File: src/rtl/mppt_po_controller.sv
`default_nettype none
// ============================================================================
//  Module      : mppt_po_controller
//  Description : Perturb-and-observe maximum power point tracker. Accepts a
//                panel voltage/current sample, computes power, steps the
//                converter duty towards higher power and drives a 256-clock
//                PWM gate signal from the duty command.
//  Revision    : 1.0 - initial release
// ============================================================================
module mppt_po_controller #(
    parameter int STEP      = 4,
    parameter int DUTY_MIN  = 16,
    parameter int DUTY_MAX  = 240,
    parameter int DUTY_INIT = 128
) (
    input  logic        clk,
    input  logic        rst,
    input  logic        s_valid,
    input  logic [7:0]  v_in,
    input  logic [7:0]  i_in,
    input  logic        track_en,
    output logic        s_ready,
    output logic [15:0] p_out,
    output logic        p_valid,
    output logic [7:0]  duty,
    output logic        dir,
    output logic        pwm
);

    // Limits widened to 9 bits so the step arithmetic can overflow 255
    // without wrapping before it is saturated.
    localparam logic [8:0] c_step_w  = 9'(STEP);
    localparam logic [8:0] c_min_w   = 9'(DUTY_MIN);
    localparam logic [8:0] c_max_w   = 9'(DUTY_MAX);
    localparam logic [7:0] c_min     = 8'(DUTY_MIN);
    localparam logic [7:0] c_max     = 8'(DUTY_MAX);
    localparam logic [7:0] c_init    = 8'(DUTY_INIT);
    localparam logic [7:0] c_cnt_top = 8'hFF;

    typedef enum logic [1:0] {
        ST_IDLE   = 2'd0,
        ST_CALC   = 2'd1,
        ST_UPDATE = 2'd2
    } state_t;

    state_t      r_state;

    // Captured sample
    logic [7:0]  r_v;
    logic [7:0]  r_i;

    // Power path
    logic [15:0] r_p_out;
    logic [15:0] r_p_prev;
    logic        r_p_valid;
    logic        r_first;

    // Tracking state
    logic        r_s_ready;
    logic        r_dir;
    logic [7:0]  r_duty;

    // PWM generator
    logic [7:0]  r_cnt;
    logic [7:0]  r_duty_active;
    logic        r_pwm;

    // Decision path
    logic [15:0] w_product;
    logic        w_dir_pert;
    logic [8:0]  w_duty_ext;
    logic [8:0]  w_duty_sum;
    logic [7:0]  w_duty_new;
    logic        w_dir_new;

    // Full-width unsigned product of the captured sample.
    assign w_product = {8'd0, r_v} * {8'd0, r_i};

    // Perturb decision: direction, stepped duty with saturation, and the
    // direction forced back to the interior when a limit is reached.
    always_comb begin
        w_dir_pert = r_dir;
        w_duty_ext = {1'b0, r_duty};
        w_duty_sum = w_duty_ext;
        w_duty_new = r_duty;
        w_dir_new  = r_dir;

        // Power dropped since the previous sample: reverse the perturbation.
        // The very first sample has nothing to compare against.
        if (!r_first && (r_p_out < r_p_prev)) begin
            w_dir_pert = ~r_dir;
        end

        if (w_dir_pert) begin
            w_duty_sum = w_duty_ext + c_step_w;
        end else if (w_duty_ext >= c_step_w) begin
            w_duty_sum = w_duty_ext - c_step_w;
        end else begin
            w_duty_sum = 9'd0;
        end

        if (w_duty_sum > c_max_w) begin
            w_duty_new = c_max;
        end else if (w_duty_sum < c_min_w) begin
            w_duty_new = c_min;
        end else begin
            w_duty_new = w_duty_sum[7:0];
        end

        w_dir_new = w_dir_pert;
        if (w_duty_new == c_max) begin
            w_dir_new = 1'b0;
        end else if (w_duty_new == c_min) begin
            w_dir_new = 1'b1;
        end
    end

    // Sample handshake, power computation and duty update sequencer.
    always_ff @(posedge clk) begin
        if (rst) begin
            r_state   <= ST_IDLE;
            r_s_ready <= 1'b1;
            r_v       <= 8'd0;
            r_i       <= 8'd0;
            r_p_out   <= 16'd0;
            r_p_valid <= 1'b0;
            r_p_prev  <= 16'd0;
            r_first   <= 1'b1;
            r_dir     <= 1'b1;
            r_duty    <= c_init;
        end else begin
            case (r_state)
                ST_IDLE: begin
                    r_p_valid <= 1'b0;
                    if (s_valid && r_s_ready) begin
                        r_v       <= v_in;
                        r_i       <= i_in;
                        r_s_ready <= 1'b0;
                        r_state   <= ST_CALC;
                    end
                end
                ST_CALC: begin
                    r_p_out   <= w_product;
                    r_p_valid <= 1'b1;
                    r_state   <= ST_UPDATE;
                end
                ST_UPDATE: begin
                    r_p_valid <= 1'b0;
                    r_p_prev  <= r_p_out;
                    r_first   <= 1'b0;
                    if (track_en) begin
                        r_dir  <= w_dir_new;
                        r_duty <= w_duty_new;
                    end
                    r_s_ready <= 1'b1;
                    r_state   <= ST_IDLE;
                end
                default: begin
                    r_p_valid <= 1'b0;
                    r_s_ready <= 1'b1;
                    r_state   <= ST_IDLE;
                end
            endcase
        end
    end

    // Free-running PWM: duty only takes effect at a period boundary.
    always_ff @(posedge clk) begin
        if (rst) begin
            r_cnt         <= 8'd0;
            r_duty_active <= c_init;
            r_pwm         <= 1'b0;
        end else begin
            r_cnt <= r_cnt + 8'd1;
            if (r_cnt == c_cnt_top) begin
                r_duty_active <= r_duty;
            end
            r_pwm <= (r_cnt < r_duty_active);
        end
    end

    assign s_ready = r_s_ready;
    assign p_out   = r_p_out;
    assign p_valid = r_p_valid;
    assign duty    = r_duty;
    assign dir     = r_dir;
    assign pwm     = r_pwm;

endmodule
`default_nettype wire
File: config.mk
export PLATFORM = sky130hd
export DESIGN_NAME = mppt_po_controller
export DESIGN_NICKNAME = d
export VERILOG_FILES = /design/src/rtl/mppt_po_controller.sv
export SDC_FILE = /design/constraint.sdc
export NUM_CORES = 1
export LEC_CHECK = 0
export CAP_MARGIN = 10
export CORE_MARGIN = 1
export CORE_UTILIZATION = 59
export CTS_CLUSTER_DIAMETER = 50
export CTS_CLUSTER_SIZE = 25
export DETAILED_ROUTE_END_ITERATION = 8
export PLACE_DENSITY_LB_ADDON = 0.12
export SYNTH_ARGS = -nofsm -noshare
export SYNTH_HDL_FRONTEND = slang
export SYNTH_SLANG_ARGS = --single-unit
export TNS_END_PERCENT = 100
File: constraint.sdc
create_clock -name clk -period 6.2 [get_ports clk]
set_input_delay 0.62 -clock clk [delete_from_list [all_inputs] [get_ports clk]]
set_output_delay 0.62 -clock clk [all_outputs]
set_load 0.05 [all_outputs]
==> impl_metrics.ini, run 1 <==
[status]
status = complete, no violations

[detailed_routing]
vias = 4799
ant_nets = 0
dr.pass1.iters = 5
wl_per_cell_um = 14.12
avgViaCountPerCell = 5.398
drc = 0
drt_iter0_drc = 162
wl_um = 12550

[cells_and_area]
nNetsFinal = 869
fill_cells = 827
final_cells = 889
n_antenna_cell = 0
drive_gt1_share_pct = 4.101
final_util_pct = 67.70
area_delta_synth_final_pct = 11.93

[clocking]
cts_resized = 0
numCtsBuffers = 9
cts_hold_buffers = 0
cts_num_sinks = 79
cts_root_buffer = clkbuf_8
clock_path_buffers = 2
path_clk_slew_ns = 0.10
cts_tree = done
clock_latency_ns = 0.36
post_cts_buffers = 0
cts.htree.levels = 3

[synth]
synth.top_cell.area_share_pct = 26.88
synthDistinctLibCells = 54
synth.most_common_cell = nand2_1
synthTopCellsByArea = dfxtp_1 27%, ha_1 13%, fa_1 12%
synth-edff-count = 0
yosysWarnings = 0
avgSynthCellArea_um2 = 8.094
ys_ff_latch = 79
synth_common_cells = 137 x nand2_1, 85 x inv_1, 79 x dfxtp_1, 62 x a21oi_1, 62 x ha_1
syn_nets = 845
yosysTopAreaCell = dfxtp_1
yosysSeqAreaShare_pct = 26.88
async_reset_ff_share_pct = 0
synthCells = 727
synth_flop_cell = dfxtp_1
synthesis.area_mm2 = 0.005884

[sta]
setup-tns-final_ns = 0
worst_pin_slew_ns = 1.013
fmax_ghz = 0.2104
hold_violations = 0
layout_min_cycle_time_ns = 4.753
rsz0062_at_grt = no
min_period_over_period_pct = 76.67
skew_ns = 0.009537
relSlewSlack_pct = 32.33
finalSetupViolations = 0
finalWorstSetupSlack_ns = 1.447
slew_violations = 0

[global_route]
grt_pass1_vias = 4361
overflow = 0
grt_use_total_pct = 25.39
grt_max_degree = 79
antenna_found_initial = 0
grt_first_pass_wirelength_um = 20630

[power]
totalPowerFinal_mw = 1.090
p_leak_nw = 2.759
power_density_mw_per_mm2 = 165.5
peakVddDrop_mv = 0.1369

[floorplan]
initial_utilization_pct = 60.48
die_h_um = 101.9
core-area_mm2 = 0.009729
boundaryPins = 48
die_width_um = 101.9
num_rows = 36
die_area_mm2 = 0.01038

[critical_path]
worstPathRequired_ns = 6.48
endpoint_kind = flip-flop
path_max_fanout = 9
cp_data_arrival_time_ns = 5.03
cp-start-kind = flip-flop
crit_type = flip-flop to flip-flop

[place]
port_buffers = 47
dp.cells = 873
dp_hpwl_um = 9418
dp_slack_ns = 1.457
gp_congestion = 0.9058

[run]
maxCapViolations = 0

[min_path]
hold_class = flip-flop to flip-flop
metal layers:
metal	track usage, %	wire (um)	part of all wire [%]
met5	0	0	0
met4	7.582	155	1.2
met1	36.19	6291	50
met2	40.12	5515	44
met3	3.625	591	4.7
stage by stage:
stage | hold WS [ns] | area (um2)
3_3_place_gp | 0.4387 | 6400
5_1_grt | 0.4763 | 6586
2_1_floorplan | 0.4229 | 5884
3_5_place_dp | 0.4456 | 6400
6_report | 0.4567 | 6586
4_1_cts | 0.4584 | 6586
final timing paths:
check	endpoint	startpoint	slack (ns)	cells past startpoint
setup / recovery	p_out[15]	r_v[0]	1.45	18
hold / removal	r_p_prev[6]	r_p_prev[6]	0.46	2
setup reg to reg	p_out[15]	r_v[0]	1.45	18
hold reg to reg	r_p_prev[6]	r_p_prev[6]	0.46	2
state kept, by name, indices dropped and copies added, names as in the netlist:
signal / count
dir: 1
duty: 8
p_out: 16
p_valid: 1
pwm: 1
r_cnt: 8
r_duty_active: 8
r_first: 1
r_i: 8
r_p_prev: 16
r_state: 2
r_v: 8
s_ready: 1
logic make-up (layout without fill, tap and decap cells):
group | after synthesis | after routing | share of synthesized area, %
xor gates and xnor gates | 15 | 15 | 2.488
adders and majority gates | 98 | 98 | 25.43
DFF | 79 | 79 | 26.88
and+or+nand+nor | 280 | 280 | 22.22
buffers and inverters | 122 | 151 | 7.889
muxes | 16 | 16 | 2.743
AOI/OAI and AO/OA | 117 | 117 | 12.35
report_power, final:
group	switching, mW	internal (mW)	total (mW)
logic	0.0988	0.0676	0.166
registers	0.0266	0.522	0.549
clock network	0.221	0.153	0.375
layout make-up:
class	count	area [um2]	area share (%)
clock buffers	9	123.9	1.881
clock inverters	7	62.56	0.9498
inverters	85	319.1	4.844
multi-input cells	526	3845	58.38
flip-flops and latches	79	1582	24.01
well taps	133	166.4	2.527
repair buffers	50	488.0	7.409
worst max-delay path: stages (launching register included):
cell      delay, ns
dfxtp_1        0.50
nand2_1        0.13
fa_1           0.52
fa_1           0.54
inv_1          0.05
fa_1           0.52
inv_1          0.05
fa_1           0.52
inv_1          0.05
ha_1           0.30
inv_1          0.09
a21oi_1        0.05
o21ai_0        0.20
a21boi_0       0.15
o21ai_0        0.21
a21oi_1        0.12
o41ai_1        0.31
xnor2_1        0.12
a211oi_1       0.22
placed cells by master (no fill, tap or decap), types with 2 or more instances in the layout:
cell type and instances:
nand2_1 137, inv_1 85, dfxtp_1 79, a21oi_1 62, ha_1 62, clkdlybuf4s50_1 46, nor2_1 38, fa_1 36
and2_1 34, o21ai_0 20, mux2i_1 15, nand3_1 14, nand2b_1 11, xnor2_1 10, or3_1 10, nor2b_1 10
nor3_1 9, clkbuf_8 9, and3_1 5, a211oi_1 5, o41ai_1 4, xor2_1 3, o211ai_1 3, nand4_1 3
a31oi_1 3, clkinv_4 3, buf_4 3, nor4_1 2, o21ai_1 2, a2bb2oi_2 2, o221ai_1 2, o32ai_1 2
inv_6 2
No activity file was read; power rests on OpenSTA's default activity.
==> inputs of run 2 (changes only) <==
--- a/config.mk
+++ b/config.mk
@@ -7,7 +7,7 @@
 export LEC_CHECK = 0
 export CAP_MARGIN = 10
 export CORE_MARGIN = 1
-export CORE_UTILIZATION = 59
+export CORE_UTILIZATION = 54
 export CTS_CLUSTER_DIAMETER = 50
 export CTS_CLUSTER_SIZE = 25
 export DETAILED_ROUTE_END_ITERATION = 8
==> constraint.sdc (replaced) <==
create_clock -name clk -period 4.29 [get_ports clk]
set_input_delay 0.429 -clock clk [delete_from_list [all_inputs] [get_ports clk]]
set_output_delay 0.429 -clock clk [all_outputs]
set_load 0.05 [all_outputs]
==> run 2 against run 1 <==
Power increased by 58%. Global-route usage decreased by 0.38 points. Via count increased by 3.8%. Sequential power is 43% higher. Non-clock buffer count rose by 36. Wire length rose by 7.2%. Clock skew increased by 0.0032 ns. Core utilization grew 0.53 points. Largest power group unchanged.
==> impl_metrics.ini, run 2 (synthesis gave the netlist of run 1 again) <==
[sta]
worst_pin_slew_ns = 1.199
finalSetupViolations = 0
fmax_ghz = 0.2398
slew_violations = 0
finalWorstSetupSlack_ns = 0.1191
min_period_over_period_pct = 97.22
relSlewSlack_pct = 19.92
hold_slack_ns = 0.4004
skew_ns = 0.01274
hold_violations = 0
layout_min_cycle_time_ns = 4.171

[detailed_routing]
wl_per_cell_um = 14.50
avgViaCountPerCell = 5.370
wl_um = 13450
vias = 4983
drc = 0
dr.pass1.iters = 5
ant_nets = 0
drt_iter0_drc = 279

[critical_path]
crit_family = adder cells
endpoint_kind = flip-flop
worstPathRequired_ns = 4.51
path_depth = 18
path_buf_inv = 4
cp_data_arrival_time_ns = 4.39
critPathLaunch = r_i[2]
endpoint = p_out[13]
reg2reg_from = r_i[2]
cp_slowest_cell = fa_1
cp-start-kind = flip-flop
r2r_cells = 18
crit_top_cell = fa_1
max_stage_delay_ns = 0.53
path_max_fanout = 7
ff2ff_setup_slack_ns = 0.12
timing.critical_path.cells = nand2_2, fa_1, fa_1, inv_1, fa_1, inv_1, fa_1, inv_2, ha_4, inv_2, a21oi_2, o21ai_2, a21boi_2, o21ai_2, a21oi_2, or3_4, nand3_4, a21oi_2
r2r_end = p_out[13]
crit_type = flip-flop to flip-flop

[clocking]
clock_latency_ns = 0.37
cts_hold_buffers = 0
numCtsBuffers = 9
cts_root_buffer = clkbuf_8
path_clk_slew_ns = 0.09
cts_tree = done
cts.htree.levels = 3
cts_num_sinks = 79
clock_path_buffers = 2

[cells_and_area]
final_util_pct = 68.23
fill_cells = 875
stdcell_area_mm2 = 0.007138
area_delta_synth_final_pct = 21.31
nNetsFinal = 905
mostFrequentLayoutCells = 132 x nand2_1, 80 x inv_1, 68 x dfxtp_1
n_antenna_cell = 0
final_common_cell = nand2_1
drive_gt1_share_pct = 15.15

[floorplan]
die_width_um = 106.4
boundaryPins = 48
num_rows = 37
die_h_um = 106.4
die_area_mm2 = 0.01132
core-area_mm2 = 0.01046
initial_utilization_pct = 56.24

[run]
maxCapViolations = 0

[min_path]
hold_path_depth = 3
hold_class = input port to flip-flop

[power]
p_leak_nw = 2.966
power_density_mw_per_mm2 = 241.3
peakVddDrop_mv = 0.1655
totalPowerFinal_mw = 1.722

[place]
dp_slack_ns = -0.1764
port_buffers = 47
gp_congestion = 0.8835
placed_cell_area_mm2 = 0.006621
dp_hpwl_um = 9839

[global_route]
grt_use_total_pct = 25.01
antenna_found_initial = 0
grt_max_degree = 78
grt_first_pass_wirelength_um = 22550
grt_pass1_vias = 4870
overflow = 0

[status]
status = complete, no violations
[run 2: area by class of cell]
class	count	area, um2	area share [%]
tap	136	170.2	2.384
timing repair buffer	86	777.0	10.89
multi-input combinational	526	4029	56.44
inverter	85	319.1	4.470
clock inverter	6	92.59	1.297
sequential	79	1613	22.59
clock buffer	10	137.6	1.928
[run 2: worst min path at each step]
stage                start          end  slack, ns
6_report               rst      r_first       0.40
5_1_grt                rst      r_first       0.41
4_1_cts                rst      r_first       0.41
3_5_place_dp       r_first      r_first       0.45
3_3_place_gp   r_p_prev[0]  r_p_prev[0]       0.44
2_1_floorplan      r_first      r_first       0.42
[run 2: repair_timing]
item,4_1_cts,5_1_grt
buffers inserted,4,4
setup endpoints to repair,5,6
gates resized for setup,30,41
pin swaps,18,30
[run 2: report_power, final]
| part | leakage (nW) | total [mW] | switching, mW | internal, mW |
|---|---|---|---|---|
| Sequential | 0.647 | 0.785 | 0.0312 | 0.754 |
| Clock | 0.109 | 0.643 | 0.297 | 0.346 |
| Combinational | 2.21 | 0.294 | 0.166 | 0.128 |
[run 2: per-stage QoR]
step	cells	setup TNS, ns
5_1_grt	928	-0.1707
6_report	928	0
3_3_place_gp	904	-0.1584
4_1_cts	924	0
3_5_place_dp	904	-0.5073
2_1_floorplan	727	0
[run 2: tightest hold or removal path, stage by stage]
cell and delay, ns:
buf_2 0.09, inv_1 0.14, nand2_1 0.09
[run 2: metal layers]
metal | GRT usage [%] | vias to the layer above | share of wire [%]
met4 | 7.143 | 0 | 1.2
li1 | - | 2493 | -
met3 | 4.660 | 14 | 2.8
met5 | 0 | - | 0
met1 | 33.40 | 2401 | 48
met2 | 41.19 | 75 | 48
==> inputs of run 3 (changes only) <==
--- a/config.mk
+++ b/config.mk
@@ -6,10 +6,11 @@
 export NUM_CORES = 1
 export LEC_CHECK = 0
 export CAP_MARGIN = 10
+export CORE_ASPECT_RATIO = 1.75
 export CORE_MARGIN = 1
 export CORE_UTILIZATION = 54
 export CTS_CLUSTER_DIAMETER = 50
-export CTS_CLUSTER_SIZE = 25
+export CTS_CLUSTER_SIZE = 14
 export DETAILED_ROUTE_END_ITERATION = 8
 export PLACE_DENSITY_LB_ADDON = 0.12
 export SYNTH_ARGS = -nofsm -noshare
==> run 3 against run 2 <==
Combinational power grew 4%. Clock power increased by 25%. Via count increased by 1.5%. Sequential power hardly changed. Register-to-register slack barely moved. Critical path depth down 2. Maximum frequency barely moved.
==> impl_metrics.ini, run 3 (synthesis gave the netlist of run 1 again) <==
[status]
status = complete, no violations

[critical_path]
endpoint_kind = flip-flop
max_stage_delay_ns = 0.54
crit_type = flip-flop to flip-flop
crit_top_cell = fa_1
timing.critical_path.cells = buf_4, and2_1, fa_1, inv_1, fa_1, fa_1, fa_1, inv_2, ha_4, o21ai_2, a21boi_2, o21ai_2, a21oi_2, o41ai_2, xnor2_1, a211oi_1
cp-start-kind = flip-flop
path_max_fanout = 5
cp_slowest_cell = fa_1
worstPathRequired_ns = 4.54
cp_data_arrival_time_ns = 4.42

[detailed_routing]
drt_iter0_drc = 214
dr.pass1.iters = 4
wl_per_cell_um = 15.30
avgViaCountPerCell = 5.449
vias = 5057
drc = 0
ant_nets = 0
wl_um = 14200

[sta]
finalSetupViolations = 0
relSlewSlack_pct = 24.94
min_period_over_period_pct = 97.30
worst_pin_slew_ns = 1.124
fmax_ghz = 0.2396
setup-tns-final_ns = 0
hold_violations = 0
rsz0062_at_grt = yes
slew_violations = 0
layout_min_cycle_time_ns = 4.174
skew_ns = 0.006451

[cells_and_area]
mostFrequentLayoutCells = 135 x nand2_1, 77 x inv_1, 69 x dfxtp_1
final_util_pct = 67.74
drive_gt1_share_pct = 14.41
final_common_cell = nand2_1
final_cells = 928
n_antenna_cell = 0
area_delta_synth_final_pct = 22.43
nNetsFinal = 911

[power]
totalPowerFinal_mw = 1.892
power_density_mw_per_mm2 = 262.6
peakVddDrop_mv = 0.2661
p_leak_nw = 3.041

[global_route]
antenna_found_initial = 0
grt_max_degree = 47
grt_pass1_vias = 5201
grt_first_pass_wirelength_um = 23210
overflow = 0
grt_use_total_pct = 26.55

[clocking]
path_clk_slew_ns = 0.06
cts.htree.levels = 3
clock_latency_ns = 0.34
cts_num_sinks = 79
cts_tree = done
clock_path_buffers = 2
cts_hold_buffers = 0
cts_root_buffer = clkbuf_16
numCtsBuffers = 9

[floorplan]
core-area_mm2 = 0.01064
num_rows = 50
die_area_mm2 = 0.01134
die_h_um = 140.1
boundaryPins = 48
initial_utilization_pct = 55.33
die_width_um = 80.91

[place]
dp.cells = 906
port_buffers = 47
dp_hpwl_um = 11050
gp_congestion = 0.9222

[run]
maxCapViolations = 0

[min_path]
hold_class = flip-flop to flip-flop
==> run 3: worst paths after layout <==
kind	slack (ns)	endpoint	cells past startpoint	from
min	0.45	r_first	2	r_first
max reg2reg	0.12	p_out[15]	16	r_v[2]
max	0.12	p_out[15]	16	r_v[2]
min reg2reg	0.45	r_first	2	r_first
==> run 3: stage by stage <==
step                area, um2  setup slack [ns]  hold WS, ns
floorplan                5899           0.03460       0.4229
global placement         6674           -0.1027       0.4342
detailed placement       6674           -0.3106       0.4394
CTS                      7114           0.01944       0.4490
global route             7204          -0.02048       0.4697
finish                   7204            0.1159       0.4543
==> run 3: timing repair <==
item / 4_1_cts / 5_1_grt
buffers inserted: 2 / 4
pin swaps: 17 / 31
setup endpoints to repair: 5 / 5
resized for setup: 33 / 23
==> run 3: area by class of cell <==
cell class	count	area (um2)
clock buffers	9	225.2
clock inverters	7	85.08
fillers	898	3431
inverters	85	319.1
multi-input cells	526	3995
flip-flops and latches	79	1607
well taps	130	162.7
repair buffers	92	810.8
==> run 3: power by group <==
group,switching [mW],leakage [nW],internal (mW)
Combinational,0.174,2.25,0.132
Sequential,0.0275,0.646,0.755
Clock,0.340,0.146,0.463
==> run 3: metal layers <==
layer	vias up	track usage (%)	wire length (um)
met4	0	13.25	621
met5	-	0	0
met3	39	3.909	300
li1	2505	-	-
met1	2420	25.06	5014
met2	93	52.23	8261
==> run 3: critical path, delay by kind of cell (launching register included) <==
kind                     cells  cell delay, ns
buffers and inverters        3            0.25
adder cells (fa/ha/maj)      5            2.28
flip-flops                   1            0.37
AO/OA/AOI/OAI                6            0.91
AND/OR/NAND/NOR              1            0.16
XOR/XNOR                     1            0.11
